==> src/rtl/apb_req_arbiter.sv <==
// Round-robin arbiter that shares one APB bus between NREQ single-word requesters.
// Runs APB SETUP/ACCESS with wait states and a timeout, then pulses gnt with the response.
module apb_req_arbiter #(
    parameter int NREQ    = 2,
    parameter int TIMEOUT = 16
) (
    input  logic               Hclk,
    input  logic               Hresetn,
    input  logic [NREQ-1:0]    req,
    input  logic [NREQ-1:0]    req_write,
    input  logic [32*NREQ-1:0] req_addr,
    input  logic [32*NREQ-1:0] req_wdata,
    output logic [NREQ-1:0]    gnt,
    output logic [31:0]        rsp_rdata,
    output logic               rsp_err,
    output logic [2:0]         Pselx,
    output logic               Penable,
    output logic               Pwrite,
    output logic [31:0]        Paddr,
    output logic [31:0]        Pwdata,
    input  logic [31:0]        Prdata,
    input  logic               Pready,
    input  logic               Pslverr,
    output logic [1:0]         state_o
);
    localparam int IW = $clog2(NREQ);

    typedef enum logic [1:0] {
        S_IDLE   = 2'd0,
        S_SETUP  = 2'd1,
        S_ACCESS = 2'd2,
        S_ERR    = 2'd3
    } state_t;

    state_t          state_q;
    logic [IW-1:0]   idx_q;
    logic [IW-1:0]   last_q;
    logic [7:0]      wait_q;
    logic [NREQ-1:0] gnt_q;
    logic [31:0]     rdata_q;
    logic            err_q;
    logic [2:0]      psel_q;
    logic            penable_q;
    logic            pwrite_q;
    logic [31:0]     paddr_q;
    logic [31:0]     pwdata_q;

    logic [NREQ-1:0] eligible;
    logic            pick_valid;
    logic [IW-1:0]   pick_idx;
    logic [IW-1:0]   cand;
    logic [31:0]     sel_addr;
    logic [31:0]     sel_wdata;
    logic            sel_write;
    logic [2:0]      sel_psel;

    // Masking with gnt_q keeps a requester that is still seeing its pulse from being re-granted.
    always_comb begin
        eligible   = req & ~gnt_q;
        pick_valid = 1'b0;
        pick_idx   = '0;
        cand       = '0;
        for (int k = NREQ; k >= 1; k--) begin
            cand = IW'((int'(last_q) + k) % NREQ);
            if (eligible[cand]) begin
                pick_valid = 1'b1;
                pick_idx   = cand;
            end
        end
    end

    always_comb begin
        sel_addr  = '0;
        sel_wdata = '0;
        sel_write = 1'b0;
        for (int i = 0; i < NREQ; i++) begin
            if (pick_idx == IW'(i)) begin
                sel_addr  = req_addr[32*i +: 32];
                sel_wdata = req_wdata[32*i +: 32];
                sel_write = req_write[i];
            end
        end
        case (sel_addr[31:24])
            8'h80:   sel_psel = 3'b001;
            8'h84:   sel_psel = 3'b010;
            8'h88:   sel_psel = 3'b100;
            default: sel_psel = 3'b000;
        endcase
    end

    always_ff @(posedge Hclk or negedge Hresetn) begin
        if (!Hresetn) begin
            state_q   <= S_IDLE;
            idx_q     <= '0;
            last_q    <= IW'(NREQ - 1);
            wait_q    <= '0;
            gnt_q     <= '0;
            rdata_q   <= '0;
            err_q     <= 1'b0;
            psel_q    <= '0;
            penable_q <= 1'b0;
            pwrite_q  <= 1'b0;
            paddr_q   <= '0;
            pwdata_q  <= '0;
        end else begin
            gnt_q   <= '0;
            rdata_q <= '0;
            err_q   <= 1'b0;
            case (state_q)
                S_IDLE: begin
                    if (pick_valid) begin
                        idx_q <= pick_idx;
                        if (sel_psel != 3'b000) begin
                            state_q  <= S_SETUP;
                            psel_q   <= sel_psel;
                            paddr_q  <= sel_addr;
                            pwrite_q <= sel_write;
                            if (sel_write) begin
                                pwdata_q <= sel_wdata;
                            end
                        end else begin
                            state_q <= S_ERR;
                        end
                    end
                end
                S_SETUP: begin
                    penable_q <= 1'b1;
                    wait_q    <= '0;
                    state_q   <= S_ACCESS;
                end
                S_ACCESS: begin
                    // Timeout fires on the TIMEOUT-th ACCESS edge still lacking Pready.
                    if (Pready || (wait_q == 8'(TIMEOUT - 1))) begin
                        gnt_q     <= NREQ'(1) << idx_q;
                        err_q     <= Pready ? Pslverr : 1'b1;
                        rdata_q   <= (Pready && !Pslverr && !pwrite_q) ? Prdata : 32'h0;
                        psel_q    <= '0;
                        penable_q <= 1'b0;
                        last_q    <= idx_q;
                        state_q   <= S_IDLE;
                    end else begin
                        wait_q <= wait_q + 8'd1;
                    end
                end
                S_ERR: begin
                    gnt_q   <= NREQ'(1) << idx_q;
                    err_q   <= 1'b1;
                    last_q  <= idx_q;
                    state_q <= S_IDLE;
                end
                default: state_q <= S_IDLE;
            endcase
        end
    end

    assign gnt       = gnt_q;
    assign rsp_rdata = rdata_q;
    assign rsp_err   = err_q;
    assign Pselx     = psel_q;
    assign Penable   = penable_q;
    assign Pwrite    = pwrite_q;
    assign Paddr     = paddr_q;
    assign Pwdata    = pwdata_q;
    assign state_o   = state_q;

endmodule

==> config.mk <==
export PLATFORM = sky130hd
export DESIGN_NAME = apb_req_arbiter
export DESIGN_NICKNAME = d
export VERILOG_FILES = /design/src/rtl/apb_req_arbiter.sv
export SDC_FILE = /design/constraint.sdc
export NUM_CORES = 1
export LEC_CHECK = 0
export BUFFER_PORTS_ARGS = -buffer_cell sky130_fd_sc_hd__clkbuf_2
export CAP_MARGIN = 30
export CORE_ASPECT_RATIO = 0.75
export CORE_MARGIN = 8
export CORE_UTILIZATION = 40
export CTS_CLUSTER_DIAMETER = 150
export DETAILED_ROUTE_END_ITERATION = 6
export HOLD_SLACK_MARGIN = 0.02
export PLACE_DENSITY = 0.84
export SLEW_MARGIN = 10
export SYNTH_ARGS = -nofsm -noshare
export SYNTH_HDL_FRONTEND = slang
export SYNTH_SLANG_ARGS = --single-unit
==> constraint.sdc <==
create_clock -name Hclk -period 2 [get_ports Hclk]
set_input_delay 0.1 -clock Hclk [delete_from_list [all_inputs] [get_ports Hclk]]
set_output_delay 0.1 -clock Hclk [all_outputs]
set_load 0.01 [all_outputs]
==> results by group, run 1 <==
Clock tree
  • CTS tree: built
  • Post-CTS setup buffer count: 0
  • Number of H-tree levels: 4
  • Number of buffers created by CTS: 17
  • Root Buffer: clkbuf_16
  • CTS Sinks: 116
  • Clock Tree Buf Depth: 2
  • CTS clock-pin slew for the worst setup and hold paths: 0.06 ns
  • Clock latency on the worst-skew pair: 0.40 ns

Setup path
  • CP Launch Type: flip-flop
  • Worst-path fanout max: 9
  • Data arrival, critical path: 2.35 ns
  • Slowest CP cell: dfrtp_1
  • Worst-path cell chain: and3b_1, or2_4, buf_12, mux2i_2, nor3_4, buf_4, mux2_2
  • Worst setup EP type: flip-flop
  • Crit path required time: 2.28 ns
  • Critical path type: flip-flop to flip-flop
  • Slowest Stage Delay on Critical Path: 0.36 ns

Synth
  • Yosys top cell by area: dfrtp_1
  • Average size of a mapped cell: 12.7 sq um
  • Count leader, synth: dfrtp_1
  • Number of synthesized flops with an enable pin: 0
  • Commonest register cell after synthesis: dfrtp_1
  • Share of flip-flops with an asynchronous set or reset: 100%
  • Flops & latches, synth: 116
  • Syn Inst Count: 409
  • Netlist cell types: 42
  • Post-synthesis sequential area ratio: 55.7%
  • Top post-synthesis cells by area: dfrtp_1 55%, mux2_4 8.4%, mux2_2 8.0%
  • Post-synth top cells: 115 x dfrtp_1, 58 x o21ai_0, 38 x and2_1, 37 x mux2_2, 29 x mux2_4
  • Synthesized area: 5210 sq um
  • Synth Net Count: 578
  • Top cell type's share of synthesized area: 55.2%
  • Synth warn: 0

STA
  • RSZ-0062 raised after global routing: yes
  • Hold Vio Cnt, Final: 0
  • Peak Freq: 483 MHz
  • Hold_ws: 0.0120 ns
  • Fin crit share: 103%
  • Fin Clk Skew: 0.00865 ns
  • Slew margin rel.: 56.2%
  • Setup tns final: -1.36 ns
  • Final critical-path required period: 2.07 ns
  • Final setup fails: 39
  • Slew Limit Fails: 0
  • Worst Setup Slack, final: -0.0689 ns
  • Least-Margin Pin Slew: 0.657 ns

Placement
  • Detailed placement HPWL: 12000 um
  • Port Buffers: 273
  • Place WS: -0.201 ns
  • Placed cell area: 6950 sq um
  • Placer Congestion: 0.792
  • DP Cell Count: 856

Layout
  • Share of cells above drive strength 1: 52.4%
  • Design Area, Final: 8240 sq um
  • Final cell count without fillers: 960
  • Area of the multi-input gates: 2170 sq um
  • # fillers: 964
  • Seq. cell area: 2900 sq um
  • Area delta synth->final: 58.0%
  • Nets: 944

Floorplan
  • IO Pins: 274
  • DIE WIDTH: 148 um
  • Core Area: 12800 sq um
  • Starting Density: 40.6%
  • FP Rows: 36
  • Die Ht: 115 um
  • Die area: 17000 sq um

Run status
  • Violated checks: negative setup slack
  • Status: complete, but fails checks

Power and ir drop
  • Pwr/cell area: 988 nW/um^2
  • Peak supply drop: 758 uV
  • Pleak: 4.41 nW

Global route
  • Largest net degree at the start of global routing: 117
  • Number of global-route vias before repair: 5003
  • Initial antenna violation count: 1
  • GRT Total Usage: 20.2%
  • GRT overflow: 0
  • Global-route wire length before repair: 27000 um

Min path
  • Class of the worst hold path: primary input to flip-flop

Route
  • DRC Markers: 0
  • Post-Route WL: 17300 um
  • DR iter-0 viols: 228
  • Drt pass-1 iters: 4
  • ANT nets after route: 0
  • Wirelength per Cell: 18.0 um
  • Vias: 4587
  • Vias per cell: 4.78

Run
  • Reported max-cap violation count: 0
[metrics by stage]
stage          utilization [%]  total power, mW
2_1_floorplan                -             4.11
3_3_place_gp              54.1             5.08
3_5_place_dp              54.1             5.15
4_1_cts                   64.1             8.20
5_1_grt                   64.2             8.56
6_report                  64.2             8.14
[worst max-delay path: cells and delay by family (launching register included)]
| kind | cells | cell delay [ns] |
|---|---|---|
| AND/OR/NAND/NOR | 3 | 0.68 |
| multiplexers | 2 | 0.52 |
| buffers and inverters | 2 | 0.39 |
| flip-flops | 1 | 0.36 |
[cell usage in the layout, fill, tap and decap left out, types with 12 or more instances in the layout]
master / count
mux2i_1: 25
mux2_4: 30
mux2_2: 36
dfrtp_1: 115
clkbuf_16: 17
o21ai_0: 47
clkbuf_2: 272
buf_4: 25
and2_1: 38
dlygate4sd3_1: 71
o21ai_1: 12
[repair_timing]
item / in CTS / in global routing
cloned: 0 / 0
resized for setup: 3 / 11
hold buffers: 71 / 0
pin swaps: 0 / 0
endpoints found under the setup margin: 47 / 66
endpoints found under the hold margin: 168 / 0
[state kept, by name, indices dropped and copies added (netlist names)]
signal     count
Paddr         32
Pwdata        32
rsp_rdata     32
wait_q         8
Pselx          3
gnt            2
state_o        2
Penable        1
Pwrite         1
idx_q          1
last_q         1
rsp_err        1
[layout make-up]
class / instances / area share [%]
sequential: 116 / 35.3
timing repair buffer: 373 / 28.6
multi-input combinational: 263 / 26.4
clock buffer: 17 / 5.16
tap: 171 / 2.60
clock inverter: 15 / 1.73
inverter: 4 / 0.182
antenna: 1 / 0.0304
[where the power goes]
part | leakage (nW) | switching [mW] | total (mW) | internal [mW]
logic | 2.55 | 1.16 | 2.31 | 1.14
registers | 1.59 | 0.210 | 2.93 | 2.71
clock network | 0.276 | 1.17 | 2.91 | 1.74
[path summary, 6_finish.rpt]
check                             startpoint         end  slack, ns  depth (start not counted)
worst min register to register     Paddr[31]   Paddr[31]       0.47                          1
max in group asynchronous            Hresetn   Paddr[24]       1.17                          3
worst min-delay path            req_addr[42]   Paddr[10]       0.01                          3
worst max-delay path                  gnt[0]  Pwdata[31]      -0.07                          7
worst max register to register        gnt[0]  Pwdata[31]      -0.07                          7
min in group asynchronous            Hresetn   Paddr[21]       0.28                          3
[layer usage]
layer  part of all wire [%]  GRT usage, %  vias to the layer above  routed length (um)
met5                      0             0                        -                   0
met4                    1.7          6.03                        0                 287
met3                     11          9.99                       20                1980
met2                     48          34.0                      206                8240
met1                     39          22.3                     2184                6760
li1                       -             -                     2177                   -
[cell families after synthesis]
| family | count (synthesis) | share of synthesized area [%] |
|---|---|---|
| DFF | 116 | 55.7 |
| and+or+nand+nor | 86 | 10.3 |
| adders and majority gates | 1 | 0.240 |
| xor gates and xnor gates | 3 | 0.504 |
| muxes | 92 | 21.3 |
| buffers and inverters | 30 | 3.31 |
| AOI/OAI and AO/OA | 81 | 8.59 |
No activity file was read; power rests on OpenSTA's default activity.
==> inputs of run 2 (changes only) <==
- clock period: 2 -> 1.65 ns (I/O delays scaled with it)
==> run 2 against run 1 <==
The run still ends with negative setup slack left. Worst setup slack got worse by 0.27 ns. Sequential power up 22%. Utilization increased by 6.9 points. Critical path type unchanged. Clock power up 28%. Fmax is 4.0% higher. Routed wire length up 20%. Power up 33%.
==> results by group, run 2 (synthesis results as in run 1) <==
Layout
  • Share of cells above drive strength 1: 59.2%
  • Area delta synth->final: 75.0%
  • Nets: 970
  • Commonest cells after routing, fill and taps aside: 272 x clkbuf_2, 115 x dfrtp_1, 83 x dlygate4sd3_1, 35 x mux2_2, 33 x and2_1
  • Final cell count without fillers: 986
  • Commonest non-fill, non-tap cell in the layout: clkbuf_2
  • # fillers: 799

Route
  • DRC Markers: 0
  • Vias per cell: 4.98
  • Vias: 4907
  • Wirelength per Cell: 21.0 um
  • Post-Route WL: 20700 um
  • DR iter-0 viols: 250
  • ANT nets after route: 0
  • Drt pass-1 iters: 4

Setup path
  • CP Launch Point: gnt[0]
  • Crit path required time: 1.93 ns
  • CP Launch Type: flip-flop
  • Reg-to-Reg Start: gnt[0]
  • Worst setup EP type: flip-flop
  • Slowest CP cell: dfrtp_1
  • FF-to-FF path depth: 7
  • Critical path type: flip-flop to flip-flop
  • CP endpoint: Pwdata[29]
  • R2R setup slack: -0.34 ns
  • Data arrival, critical path: 2.27 ns
  • Worst-path fanout max: 8
  • Slowest Stage Delay on Critical Path: 0.36 ns
  • Worst-path cell chain: and3b_2, or2_4, mux2i_2, nor3_4, buf_6, buf_16, mux2_4
  • Capture point of the worst reg-to-reg path: Pwdata[29]

Clock tree
  • Root Buffer: clkbuf_16
  • Clock Tree Buf Depth: 2
  • CTS Sinks: 116
  • Clock latency on the worst-skew pair: 0.40 ns
  • Number of H-tree levels: 4
  • Number of buffers created by CTS: 17
  • CTS clock-pin slew for the worst setup and hold paths: 0.05 ns
  • CTS tree: built

Power and ir drop
  • Pwr/cell area: 1190 nW/um^2
  • Overall power: 10.8 mW
  • Int Power: 7.50 mW
  • Pleak: 4.66 nW
  • Sequential share of power: 33.0%
  • Clock power frac: 34.5%
  • Peak supply drop: 768 uV
  • Sw Share: 30.6%
  • Net switching power: 3.32 mW
  • Combinational group share of total power: 32.6%

Placement
  • Port Buffers: 273
  • Placer Congestion: 0.845
  • Detailed placement HPWL: 11900 um
  • Place WS: -0.480 ns
  • DP Cell Count: 854

Min path
  • Class of the worst hold path: primary input to flip-flop
  • Hold Path Cell Cnt: 3

Floorplan
  • Starting Density: 40.6%
  • Die Ht: 115 um
  • IO Pins: 274
  • DIE WIDTH: 148 um
  • Die area: 17000 sq um
  • FP Rows: 36
  • Core Area: 12800 sq um

Global route
  • GRT Total Usage: 22.6%
  • Initial antenna violation count: 1
  • GRT overflow: 0
  • Number of global-route vias before repair: 5405
  • Largest net degree at the start of global routing: 62
  • Global-route wire length before repair: 29800 um

STA
  • RSZ-0062 raised after global routing: yes
  • Slew margin rel.: 74.6%
  • Peak Freq: 502 MHz
  • Slew Limit Fails: 0
  • Final critical-path required period: 1.99 ns
  • Hold Vio Cnt, Final: 0
  • Final setup fails: 69
  • Least-Margin Pin Slew: 0.381 ns
  • Worst Setup Slack, final: -0.340 ns
  • Fin crit share: 121%
  • Fin Clk Skew: 0.00837 ns

Run status
  • Status: complete, but fails checks
  • Violated checks: negative setup slack

Run
  • Reported max-cap violation count: 0
## run 2: cell type report
cell class / instances / area (sq um) / area share (%)
repair buffers: 399 / 2830 / 31.0
well taps: 171 / 214 / 2.34
flip-flops and latches: 116 / 2900 / 31.8
clock buffers: 20 / 447 / 4.89
inverters: 4 / 15.0 / 0.165
multi-input cells: 263 / 2560 / 28.0
clock inverters: 12 / 158 / 1.73
diodes: 1 / 2.50 / 0.0274
## run 2: through the flow
step / instance area [sq um] / TNS, ns / hold slack (ns) / utilization (%)
global placement: 6960 / -19.94 / 0.111 / 54.2
global route: 9130 / -21.59 / 0.0375 / 71.1
floorplan: 5290 / -15.49 / -0.213 / -
CTS: 8840 / -15.89 / 0.0260 / 68.9
finish: 9130 / -17.06 / 0.0456 / 71.1
detailed placement: 6960 / -22.37 / 0.111 / 54.2
## run 2: worst min path at each step
| stage | from | endpoint | slack, ns |
|---|---|---|---|
| global route | req_wdata[35] | Pwdata[3] | 0.04 |
| finish | req_wdata[3] | Pwdata[3] | 0.05 |
| global placement | Hresetn | Pwdata[17] | 0.11 |
| floorplan | Hresetn | Paddr[0] | -0.21 |
| detailed placement | Hresetn | Pwdata[17] | 0.11 |
| CTS | req_wdata[29] | Pwdata[29] | 0.03 |
## run 2: power groups by stage
| stage | clock (mW) | combinational (mW) | sequential (mW) |
|---|---|---|---|
| 2_1_floorplan | 0 | 1.28 | 3.74 |
| 3_3_place_gp | 0 | 2.57 | 3.55 |
| 3_5_place_dp | 0 | 2.63 | 3.57 |
| 4_1_cts | 3.77 | 3.09 | 3.52 |
| 5_1_grt | 3.92 | 3.76 | 3.61 |
| 6_report | 3.73 | 3.52 | 3.57 |
## run 2: worst max-delay path: cells and delay by family, from the launching register on
family	cells	cell delay [ns]
buffers and inverters	2	0.31
flip-flops	1	0.36
multiplexers	2	0.47
AND/OR/NAND/NOR	3	0.73
## run 2: repair_timing
item | in CTS | in global routing
setup buffers | 7 | 4
hold buffers | 83 | 0
hold endpoints to repair | 173 | 0
endpoints found under the setup margin | 69 | 74
cloned | 5 | 1
pin swaps | 21 | 4
resized for setup | 83 | 54
## run 2: layer usage
layer	share of wire (%)	track usage (%)
met1	38	24.9
met2	50	39.5
met3	8.8	9.16
met4	2.7	7.32
met5	0	0
